**src/rtl/sprite_fetch.sv**
```systemverilog
// Sprite pixel fetch: 3-stage pipeline that turns a sprite (element, address) hit into a
// memory read and a DAC colour, keeping syncs aligned and counting opaque pixels per frame.
module sprite_fetch #(
    parameter int         ELEMENT = 5,
    parameter logic [8:0] TRANSP  = 9'h1C7
) (
    input  logic               clk,
    input  logic               reset,
    input  logic               active,
    input  logic               hsync,
    input  logic               vsync,
    input  logic               ready,
    input  logic [ELEMENT-1:0] element,
    input  logic [9:0]         address,
    input  logic [8:0]         bg_color,
    input  logic               frame_start,
    output logic [13:0]        mem_addr,
    output logic               mem_rd,
    input  logic [8:0]         mem_data,
    output logic [8:0]         rgb,
    output logic               hsync_o,
    output logic               vsync_o,
    output logic [15:0]        hits_last
);

    logic [13:0] fetch_addr;
    logic        fetch_hit;
    logic [2:1]  vld_pipe;
    logic [2:0]  hs_pipe;
    logic [2:0]  vs_pipe;
    logic [8:0]  data_s2;
    logic        hit_s2;
    logic        opaque;
    logic [15:0] hit_cnt;
    logic [15:0] cnt_next;

    assign fetch_addr = 14'(element) * 14'd400 + 14'(address);
    assign fetch_hit  = ready & active & (address < 10'd400);

    assign opaque   = hit_s2 & vld_pipe[2] & (data_s2 != TRANSP);
    assign cnt_next = (opaque && hit_cnt != 16'hFFFF) ? hit_cnt + 16'd1 : hit_cnt;

    assign hsync_o = hs_pipe[2];
    assign vsync_o = vs_pipe[2];

    always_ff @(posedge clk or negedge reset) begin
        if (!reset) begin
            mem_addr  <= '0;
            mem_rd    <= 1'b0;
            vld_pipe  <= '0;
            hs_pipe   <= '1;
            vs_pipe   <= '1;
            data_s2   <= '0;
            hit_s2    <= 1'b0;
            rgb       <= '0;
            hit_cnt   <= '0;
            hits_last <= '0;
        end else begin
            // Stage 1: address generation; a miss parks the address at 0
            mem_rd   <= fetch_hit;
            mem_addr <= fetch_hit ? fetch_addr : 14'd0;
            vld_pipe <= {vld_pipe[1], active};
            hs_pipe  <= {hs_pipe[1:0], hsync};
            vs_pipe  <= {vs_pipe[1:0], vsync};

            // Stage 2: memory answers one cycle after the read strobe
            data_s2 <= mem_data;
            hit_s2  <= mem_rd;

            // Stage 3: colour select; bg_color is quasi-static so it is taken live here
            if (!vld_pipe[2])
                rgb <= '0;
            else if (opaque)
                rgb <= data_s2;
            else
                rgb <= bg_color;

            // frame_start acts on the stage-3 pixel of the same cycle, so its hit is included
            if (frame_start) begin
                hits_last <= cnt_next;
                hit_cnt   <= '0;
            end else begin
                hit_cnt <= cnt_next;
            end
        end
    end

endmodule

```
**config.mk**
```make
export PLATFORM = sky130hd
export DESIGN_NAME = sprite_fetch
export DESIGN_NICKNAME = d
export VERILOG_FILES = /design/src/rtl/sprite_fetch.sv
export SDC_FILE = /design/constraint.sdc
export NUM_CORES = 1
export LEC_CHECK = 0
export ABC_AREA = 1
export CAP_MARGIN = 30
export CELL_PAD_IN_SITES_DETAIL_PLACEMENT = 1
export CELL_PAD_IN_SITES_GLOBAL_PLACEMENT = 1
export CORE_ASPECT_RATIO = 0.5
export CORE_UTILIZATION = 40
export CTS_BUF_LIST = sky130_fd_sc_hd__clkbuf_2
export CTS_CLUSTER_DIAMETER = 40
export DETAILED_ROUTE_END_ITERATION = 6
export PLACE_DENSITY = 0.83
export SETUP_SLACK_MARGIN = 0.1
export SLEW_MARGIN = 20
export SYNTH_ARGS = -nofsm -noshare
export SYNTH_HDL_FRONTEND = slang
export SYNTH_SLANG_ARGS = --single-unit
```
**constraint.sdc**
```tcl
create_clock -name clk -period 1.75 [get_ports clk]
set_input_delay 0.2625 -clock clk [delete_from_list [all_inputs] [get_ports clk]]
set_output_delay 0.2625 -clock clk [all_outputs]
set_load 0.02 [all_outputs]
```
== Word-level counts from Yosys, hierarchy flattened ==
Index checks and enable logic that the tools add are counted.

* Register bits after elaboration: 74
* Input bits: 40
* Word-level logic and storage cells: 26

* $add $sub $neg: 2
* Multiply operators: 1
* Magnitude comparators: 1
* Equal/unequal tests: 2
* Multiplexer cells: 5
* Bitwise logic cells: 4
* Reduce and logical (&&, ||, !) cells: 1

{| class="wikitable"
|+ Operator list
! cell !! count
|-
| $mux W16 || 2
|-
| $mux W9 || 2
|-
| $add A16 B1 Y16 const B || 1
|-
| $ne A16 B16 Y1 const B || 1
|-
| $add A14 B10 Y14 || 1
|-
| $mux W14 || 1
|-
| $lt A10 B9 Y1 const B || 1
|-
| $mul A5 B5 Y10 const B || 1
|-
| $ne A9 B9 Y1 const B || 1
|-
| $and A1 B1 Y1 || 4
|-
| $logic_and A1 B1 Y1 || 1
|}

== Longest topological paths before layout ==
Gate-level depths: netlist of run 1.

* Depth in word-level cells: 5
* Mapped depth: 15

== Worst setup path before layout of run 1 ==
No wires, ideal clock.

* Kind: input -> register
* Start: input port element[0]
* End: register mem_addr[12]
* Setup time: 117 ps
* Data arrival time: 2,352 ps
* Slack: -719 ps
* Stages: 12
* Buffers on the path: 0
* Path through: ha_1 > ha_1 > ha_1 > fa_1 > ha_1 > nand2_1 > inv_1 > nand4_1 > o211ai_1 > nand3b_1 > nor2_1 > nor2_1

* Cells in the longest elaborated chain, start to end: 3

{| class="wikitable"
|+ RTL lines
! what !! RTL line !! source
|-
| from (decl) || 13 || <nowiki>input logic [ELEMENT-1:0] element,</nowiki>
|-
| $mul A5 B5 Y10 || 37 || <nowiki>assign fetch_addr = 14'(element) * 14'd400 + 14'(address);</nowiki>
|-
| $add A14 B10 Y14 || 37 ||
|-
| $mux W14 || 61 || <nowiki>mem_addr <= fetch_hit ? fetch_addr : 14'd0;</nowiki>
|-
| to (signal assigned) || 61 ||
|-
| to (decl) || 17 || <nowiki>output logic [13:0] mem_addr,</nowiki>
|}

No other way between the ends.
A chain may end at the register's enable or synchronous reset.

== Worst setup path in the final report of run 1 ==
* Start: input port element[1]
* End: register mem_addr[11]

Same word-level chain as after synthesis.

==> metrics.yaml, run 1 <==
sta:
  setup_viol: 4
  fin_worst_hold_slack_ps: 127
  finClkSkew_ps: 28.2
  final_hold_fails: 0
  final.period_utilization: 1.14
  post-route-min-period_ps: 1990
  max_slew.worst_pin.slew_ps: 576
  slew_headroom: 0.615
  rsz_0062_raised_after_global_routing: "yes"
  achievable-frequency_mhz: 503
  setup_ws_ps: -237
  timing_max_transition_violations_final: 0
clock_tree:
  clkSinkCount: 74
  clk_path_buf_depth: 2
  cts_buffers: 9
  tritoncts: "done"
  clk_latency_ps: 540
  path_clk_slew_ps: 210
  root_buffer: "clkbuf_2"
  htreeDepth: 3
finish:
  layout.area.seq_um2: 1860
  num-fill-cells: 1026
  finalInstanceArea_um2: 5480
  multi_input_comb_area_um2: 2090
  finalNetCount: 614
  final_layout_size_suffix_gt1_frac: 0.281
  antenna_cells: 0
  post_synthesis_to_final_layout_area_growth_pct: 41.9
setup_path:
  reg2reg_from: "hit_cnt[0]"
  worstSetupEndpointType: "flip-flop"
  rr_worst_depth: 11
  r2r_slack_ps: 30
  critPathArrivalTime_ps: 2420
  class_of_the_most_critical_setup_path: "input pin to flip-flop"
  timing.critical_path.fanout_max: 4
  worstSetupStartpointType: "input pin"
  worst_reg2reg_path_endpoint: "hit_cnt[14]"
  required_ps: 2190
power_and_ir_drop:
  power.net_switching_mw: 1.22
  portion_of_total_power_attributed_to_sequential_cells: 0.479
  p_clk_frac: 0.246
  irDropWorstVdd_uv: 308
  comb_power_share: 0.275
  power_switching_share: 0.317
  internal-power_mw: 2.62
  p_per_cell_area_nw_per_um2: 701
  power_leakage_nw: 2.77
place:
  port-buffer-count: 81
  finalWeightedCongestion: 0.775
  detailedPlacementHpwl_um: 7460
  placement.cell_area_um2: 5080
global_route:
  maximum_number_of_pins_on_one_net_before_global_route_repair: 41
  grt_remaining_overflow: 0
  grt_total_usage: 0.217
  antenna_violations_before_repair: 0
  via_count_of_the_first_global_routing_pass: 3497
  first_pass_grt_wire_length_um: 16600
detailed_routing:
  detailedRoute.firstPassIterationCount: 4
  drt-initial-drc-count: 104
  drcViolationCount: 0
  wl_per_cell_um: 15.3
  detail_route.wirelength_um: 10500
  detailroute.via_count: 3242
  vias_per_cell: 4.75
  route.antenna.remaining_nets: 0
synth:
  unique_masters_post_synth: 31
  mappedNetlistNets: 493
  synth.avg_cell_area_um2: 9.04
  postSynthCellCount: 427
  postSynthRegisterBits: 74
  synth_sequential_area_ratio: 0.482
  warnings_from_yosys: 0
  synth_area_um2: 3860
run:
  timing.max_cap.violations: 0
floorplanning:
  die-width_um: 141
  start_util: 0.427
  std_cell_rows: 24
  floorplan.die_area_um2: 10100
  core-area_um2: 9040
  fp.dieH_um: 71.5
  io_pins: 82
hold_path:
  worstHoldEndpoint: "hs_pipe[0]"
  worst_hold_launch: "hsync"
  hold_path_depth: 1
  hold_path.class: "input pin to flip-flop"
run_status:
  run_status: "finished, violations left"
  violated_checks: "setup timing"
[power by group through the flow]
stage | Combinational [mW] | Sequential, mW | Clock, mW
after floorplan | 0.450 | 1.94 | 0
after global placement | 0.925 | 1.87 | 0
after detailed placement | 0.972 | 1.87 | 0
after CTS | 1.00 | 1.84 | 0.976
after global routing | 1.16 | 1.85 | 1.04
final | 1.06 | 1.84 | 0.943
[critical path: stages]
cell,delay (ps)
buf_8,100
ha_4,260
ha_4,200
ha_4,160
fa_1,480
ha_4,290
nand3_2,70
nor2_1,40
nor2_1,140
nand2_2,90
buf_6,120
xnor2_2,150
nor2_1,50
[stage by stage]
stage | setup TNS, ps | std cells | setup slack [ps] | power (mW) | utilization
after floorplan | -2380 | 427 | -593 | 2.39 | -
after global placement | -6600 | 658 | -1200 | 2.79 | 0.562
after detailed placement | -7330 | 658 | -1270 | 2.84 | 0.562
after CTS | -550 | 679 | -174 | 3.82 | 0.588
after global routing | -1110 | 682 | -243 | 4.05 | 0.606
final | -741 | 682 | -237 | 3.84 | 0.606
[per-layer routing]
metal,global-route usage,part of all wire,routed length (um)
met1,0.221,0.38,4010
met2,0.431,0.56,5870
met3,0.0702,0.043,451
met4,0.0543,0.013,133
met5,0,0,0
[sequential cells by signal, summed over array words and instances (netlist names), 2 cells and up]
| register | cells |
|---|---|
| vld_pipe | 2 |
| hit_cnt | 16 |
| rgb | 9 |
| data_s2 | 9 |
| vs_pipe | 3 |
| hits_last | 16 |
| hs_pipe | 3 |
| mem_addr | 14 |
[worst max-delay path by stage]
stage / startpoint / to / cells after the start
floorplan: element[0] / mem_addr[12] / 13
finish: element[1] / mem_addr[11] / 13
global route: element[1] / mem_addr[11] / 13
global placement: element[1] / mem_addr[12] / 14
detailed placement: element[1] / mem_addr[12] / 14
CTS: element[0] / mem_addr[12] / 14
[repair_timing]
action,in CTS,in global routing
resized for setup,78,54
setup buffers,4,3
setup endpoints to repair,80,39
hold buffers,1,0
gates cloned,1,0
pin swaps,19,32
hold endpoints to repair,33,0
[cell usage in the layout (no fill, tap or decap), types with 2 or more instances in the layout]
cell,n
buf_12,3
clkbuf_2,13
clkinvlp_4,4
nand2_4,14
inv_2,4
nor2_2,5
dlygate4sd2_1,39
ha_4,12
nand3_1,21
xnor2_1,6
nand2_1,105
buf_2,2
nand4_1,4
dfrtp_1,68
buf_4,29
nor2_1,45
inv_1,38
clkdlybuf4s50_1,33
nor3_4,2
nor2_4,5
nand2_2,23
dfstp_2,6
ha_1,11
nand2_8,2
nand3_2,15
a21oi_1,5
buf_6,7
fa_1,2
xor2_1,13
[synthesized netlist by cell type (all sizes together)]
| library cell | number | area [um2] |
|---|---|---|
| inv | 43 | 161 |
| o21ai | 1 | 5.00 |
| o21bai | 1 | 7.51 |
| a21oi | 5 | 25.0 |
| nand2 | 143 | 644 |
| o211ai | 1 | 7.51 |
| nor2 | 55 | 234 |
| dfrtp | 68 | 1700 |
| nand4 | 4 | 25.0 |
| dfstp | 6 | 158 |
| nor3 | 3 | 26.3 |
| xor2 | 14 | 123 |
| xnor2 | 7 | 61.3 |
| ha | 24 | 300 |
| nand3 | 37 | 240 |
| o21a | 1 | 7.51 |
| clkbuf | 5 | 18.8 |
| nand3b | 1 | 7.51 |
| fa | 2 | 40.0 |
| a311oi | 1 | 15.0 |
| buf | 5 | 51.3 |
[cell type report]
type,count,area share
Timing Repair Buffer,119,0.198
Clock inverter,6,0.0126
Inverter,43,0.0299
Tap cell,130,0.0297
Clock buffer,9,0.00822
Multi-Input combinational cell,301,0.382
Sequential cell,74,0.339
[cells by family after synthesis]
kind of cell / share of synthesized area
and+or+nand+nor: 0.305
adders and majority gates: 0.0882
buffers and inverters: 0.0600
xor gates and xnor gates: 0.0477
AOI/OAI and AO/OA: 0.0175
DFF: 0.482
No activity file was read; power rests on OpenSTA's default activity.
==> inputs of run 2 (changes only) <==
Settings changed: CORE_UTILIZATION 40 to 36, PLACE_DENSITY 0.83 to 0.79.
Clock period 1.75 ns to 1.6 ns, I/O delays scaled along.
==> metrics.yaml, run 2 (synthesis gave the netlist of run 1 again) <==
power_and_ir_drop:
  irDropWorstVdd_uv: 458
  p_per_cell_area_nw_per_um2: 809
  power_leakage_nw: 2.86
run_status:
  run_status: "finished, violations left"
  violated_checks: "setup timing"
place:
  setup_ws_pre_cts_ps: -1490
  detailedPlacementHpwl_um: 7440
  placement.cell_area_um2: 5200
  number_of_cells_after_detailed_placement: 677
  port-buffer-count: 81
  finalWeightedCongestion: 0.833
setup_path:
  worst_setup_path_startpoint: "element[1]"
  class_of_the_most_critical_setup_path: "input pin to flip-flop"
  critPathMaxStageDelay_ps: 590
  cp_num_buf_inv: 3
  r2r_slack_ps: -70
  worst_reg2reg_path_endpoint: "hits_last[12]"
  reg2reg_from: "hit_cnt[0]"
  worstSetupEndpointType: "flip-flop"
  timing.critical_path.fanout_max: 4
  required_ps: 2030
  critPathArrivalTime_ps: 2460
  critical-path-slowest-cell: "fa_2"
  worstSetupStartpointType: "input pin"
  rr_worst_depth: 11
  cp_cell_sequence: "buf_8 > buf_12 > ha_4 > ha_4 > fa_2 > ha_4 > nand3_2 > nor2_1 > nor2_1 > nand2_2 > buf_4 > xnor2_1 > nor2_1"
  cp_top_family: "adder cells"
detailed_routing:
  detailedRoute.firstPassIterationCount: 4
  route.antenna.remaining_nets: 0
  vias_per_cell: 4.60
  highest_layer: "met4"
  detailroute.wirelength.met2_um: 6120
  wl_per_cell_um: 15.3
  detailroute.via_count: 3310
  route.layer.met1.wl_um: 4290
  drt-initial-drc-count: 69
  met3_wirelength_um: 422
  detail_route.wirelength_um: 11000
  drcViolationCount: 0
hold_path:
  worstHoldEndpoint: "vs_pipe[0]"
  hold_path_depth: 1
  hold_path.class: "input pin to flip-flop"
  worst_hold_launch: "vsync"
floorplanning:
  floorplan.die_area_um2: 11200
  start_util: 0.374
  core-area_um2: 10300
  fp.dieH_um: 75.2
  io_pins: 82
  die-width_um: 148
  std_cell_rows: 26
finish:
  reg.largest.list: "hit_cnt x16, hits_last x16, mem_addr x14"
  layoutNonFillerInstCount: 719
  num-fill-cells: 1174
  finalInstanceArea_um2: 5710
  layout_commonest_cell: "nand2_1"
  final_layout_size_suffix_gt1_frac: 0.406
  layout.area.seq_um2: 1860
  layout.cells.most_common_list: "nand2_1 (97), dfrtp_1 (68), buf_4 (50)"
  final_core_utilization: 0.553
  multi_input_comb_area_um2: 2140
  finalNetCount: 640
  antenna_cells: 0
  post_synthesis_to_final_layout_area_growth_pct: 47.8
global_route:
  first_pass_grt_wire_length_um: 17400
  via_count_of_the_first_global_routing_pass: 3632
  antenna_violations_before_repair: 0
  maximum_number_of_pins_on_one_net_before_global_route_repair: 43
  grt_remaining_overflow: 0
  grt_total_usage: 0.207
sta:
  setup_ws_ps: -432
  timing_max_transition_violations_final: 0
  rsz_0062_raised_after_global_routing: "yes"
  setup_viol: 23
  max_slew.worst_pin.slew_ps: 562
  slew_headroom: 0.625
  post-route-min-period_ps: 2030
  fin_worst_hold_slack_ps: 74.4
  final_hold_fails: 0
  final.period_utilization: 1.27
  achievable-frequency_mhz: 492
  finClkSkew_ps: 21.6
clock_tree:
  clk_latency_ps: 540
  clk_path_buf_depth: 2
  clkSinkCount: 74
  root_buffer: "clkbuf_2"
  cts_buffers: 9
  htreeDepth: 3
  path_clk_slew_ps: 200
  tritoncts: "done"
run:
  timing.max_cap.violations: 0
## run 2: cell types whose count changed in the layout (fill, tap and decap cells not counted), moves of 6 or more
cell	delta
nand2_4	+6
nand2_1	-8
buf_4	+21
buf_2	+36
dlygate4sd2_1	-39
## run 2: power by group
group          switching [mW]  internal (mW)
sequential             0.0436           1.97
clock                   0.668          0.658
combinational           0.655          0.621
total                    1.37           3.25
## run 2: metal layers
metal  GRT usage  vias up
li1            -     1616
met4      0.0859        0
met3      0.0545       19
met2       0.413       52
met5           0        -
met1       0.211     1623
## run 2: worst register-to-register path: stages, from the launching register on
cell and delay (ps):
dfrtp_1 420, ha_2 200, inv_2 50, nor2_4 120
nand2_4 90, nor2_4 140, nand2_4 80, nand2_8 120
buf_8 160, nand2_4 60, nand3_2 60, nand2_1 60
## run 2: worst max-delay path by stage
| stage | endpoint | cells past startpoint | slack, ps |
|---|---|---|---|
| floorplan | mem_addr[12] | 13 | -720 |
| detailed placement | mem_addr[12] | 14 | -1490 |
| finish | mem_addr[11] | 13 | -430 |
| global placement | mem_addr[12] | 14 | -1340 |
| CTS | mem_addr[10] | 13 | -360 |
| global route | mem_addr[13] | 14 | -440 |
## run 2: repair_timing
item | in CTS | in global routing
endpoints found under the setup margin | 80 | 61
gates cloned | 1 | 0
buffers inserted | 16 | 8
gates resized for setup | 227 | 48
endpoints found under the hold margin | 59 | 0
hold buffers | 1 | 0
pin swaps | 36 | 18
## run 2: per-stage QoR
step / power, mW / setup TNS [ps]
after floorplan: 2.62 / -3000
after global placement: 3.09 / -9090
after detailed placement: 3.15 / -10440
after CTS: 4.61 / -1310
after global routing: 4.85 / -4750
final: 4.61 / -2170
## run 2: area by class of cell
type / instances / share of cell area
timing repair buffer: 146 / 0.213
clock inverter: 7 / 0.0189
clock buffer: 9 / 0.00789
inverter: 43 / 0.0283
sequential: 74 / 0.326
tap: 140 / 0.0307
multi-input combinational: 300 / 0.376
==> inputs of run 3 (changes only) <==
Settings changed: PLACE_DENSITY 0.79 to not set, PLACE_DENSITY_LB_ADDON set to 0.05.
==> metrics.yaml, run 3 (synthesis gave the netlist of run 1 again) <==
clock_tree:
  path_clk_slew_ps: 220
  clk_latency_ps: 530
  clk_path_buf_depth: 2
  cts_buffers: 9
  htreeDepth: 3
  root_buffer: "clkbuf_2"
  tritoncts: "done"
  clkSinkCount: 74
finish:
  final_layout_size_suffix_gt1_frac: 0.446
  post_synthesis_to_final_layout_area_growth_pct: 51.1
  layout_commonest_cell: "nand2_1"
  multi_input_comb_area_um2: 2260
  finalNetCount: 646
  num-fill-cells: 1180
  antenna_cells: 0
  layout.cells.most_common_list: "nand2_1 (90), dfrtp_1 (65), buf_4 (55)"
  layout.area.seq_um2: 1860
  reg.largest.list: "hit_cnt x16, hits_last x16, mem_addr x14"
  finalInstanceArea_um2: 5830
sta:
  final_hold_fails: 0
  setup_ws_ps: -398
  slew_headroom: 0.608
  post-route-min-period_ps: 2000
  finClkSkew_ps: 30.9
  achievable-frequency_mhz: 500
  rsz_0062_raised_after_global_routing: "yes"
  max_slew.worst_pin.slew_ps: 588
  final.period_utilization: 1.25
  setup_total_negative_slack_ps: -1610
  timing_max_transition_violations_final: 0
  setup_viol: 6
power_and_ir_drop:
  p_per_cell_area_nw_per_um2: 739
  power_switching_share: 0.311
  comb_power_share: 0.296
  portion_of_total_power_attributed_to_sequential_cells: 0.467
  internal-power_mw: 2.97
  irDropWorstVdd_uv: 264
  power.net_switching_mw: 1.34
  p_clk_frac: 0.237
  power.total_mw: 4.31
  power_leakage_nw: 2.88
floorplanning:
  io_pins: 82
  floorplan.die_area_um2: 11200
  fp.dieH_um: 75.2
  std_cell_rows: 26
  start_util: 0.374
  core-area_um2: 10300
  die-width_um: 148
global_route:
  via_count_of_the_first_global_routing_pass: 3458
  grt_total_usage: 0.192
  maximum_number_of_pins_on_one_net_before_global_route_repair: 28
  first_pass_grt_wire_length_um: 16300
  grt_remaining_overflow: 0
  antenna_violations_before_repair: 1
detailed_routing:
  drt-initial-drc-count: 74
  wl_per_cell_um: 14.4
  detailedRoute.firstPassIterationCount: 4
  route.antenna.remaining_nets: 0
  detail_route.wirelength_um: 10500
  drcViolationCount: 0
  vias_per_cell: 4.57
  detailroute.via_count: 3314
place:
  port-buffer-count: 81
  detailedPlacementHpwl_um: 7110
  placement.cell_area_um2: 5190
  finalWeightedCongestion: 0.775
setup_path:
  cp_cell_sequence: "buf_8 > ha_4 > ha_4 > ha_4 > fa_1 > ha_4 > nand2_4 > inv_2 > nand4_1 > o211ai_1 > buf_4 > xor2_1 > nor2_1"
  worstSetupStartpointType: "input pin"
  cp_top_family: "adder cells"
  worstSetupEndpointType: "flip-flop"
  critPathArrivalTime_ps: 2430
  critPathMaxStageDelay_ps: 480
  cp_num_buf_inv: 3
  timing.critical_path.fanout_max: 4
  class_of_the_most_critical_setup_path: "input pin to flip-flop"
  reg2reg_from: "hit_cnt[5]"
  critical-path-slowest-cell: "fa_1"
  worst_setup_path_startpoint: "element[1]"
  worst_path_most_repeated_cell: "ha_4"
  required_ps: 2030
run_status:
  violated_checks: "setup timing"
  run_status: "finished, violations left"
run:
  timing.max_cap.violations: 0
hold_path:
  hold_path.class: "input pin to asynchronous set/reset pin"
==> run 3: worst paths after layout <==
| check | slack, ps | end | cells past startpoint |
|---|---|---|---|
| min in group clk | 110 | vs_pipe[0] | 1 |
| max in group asynchronous | 940 | vs_pipe[1] | 3 |
| max | -400 | mem_addr[10] | 13 |
| min reg2reg | 370 | vs_pipe[2] | 0 |
| min | 100 | hits_last[3] | 2 |
| max reg2reg | 0 | hits_last[1] | 10 |
==> run 3: stage by stage <==
step	setup WS (ps)	hold WS, ps	instances	utilization
after floorplan	-716	-55.6	427	-
after global placement	-1340	153	680	0.504
after detailed placement	-1390	161	680	0.504
after CTS	-316	60.1	707	0.538
after global routing	-468	68.1	725	0.566
final	-398	95.3	725	0.566
==> run 3: power groups by stage <==
stage,Sequential (mW),Combinational [mW],Clock (mW)
after floorplan,2.12,0.506,0
after global placement,2.04,1.06,0
after detailed placement,2.05,1.08,0
after CTS,2.01,1.16,1.05
after global routing,2.02,1.42,1.11
final,2.01,1.28,1.02
==> run 3: cell type report <==
cell class                 count  share of cell area
clock buffer                  11             0.00944
inverter                      43              0.0281
tap                          140              0.0300
clock inverter                 5             0.00794
multi-input combinational    301               0.388
sequential                    74               0.319
timing repair buffer         151               0.217
==> run 3: routing by layer <==
metal / vias up / GRT usage / routed length [um]
li1: 1630 / - / -
met1: 1621 / 0.210 / 4200
met2: 48 / 0.369 / 5770
met3: 13 / 0.0612 / 382
met4: 2 / 0.0481 / 95
met5: - / 0 / 15
==> run 3: repair_timing <==
action	in CTS	in global routing
gates cloned	1	1
buffers inserted	9	19
pin swaps	28	47
resized for setup	175	119
hold endpoints to repair	68	0
hold buffers	1	0
endpoints found under the setup margin	80	72
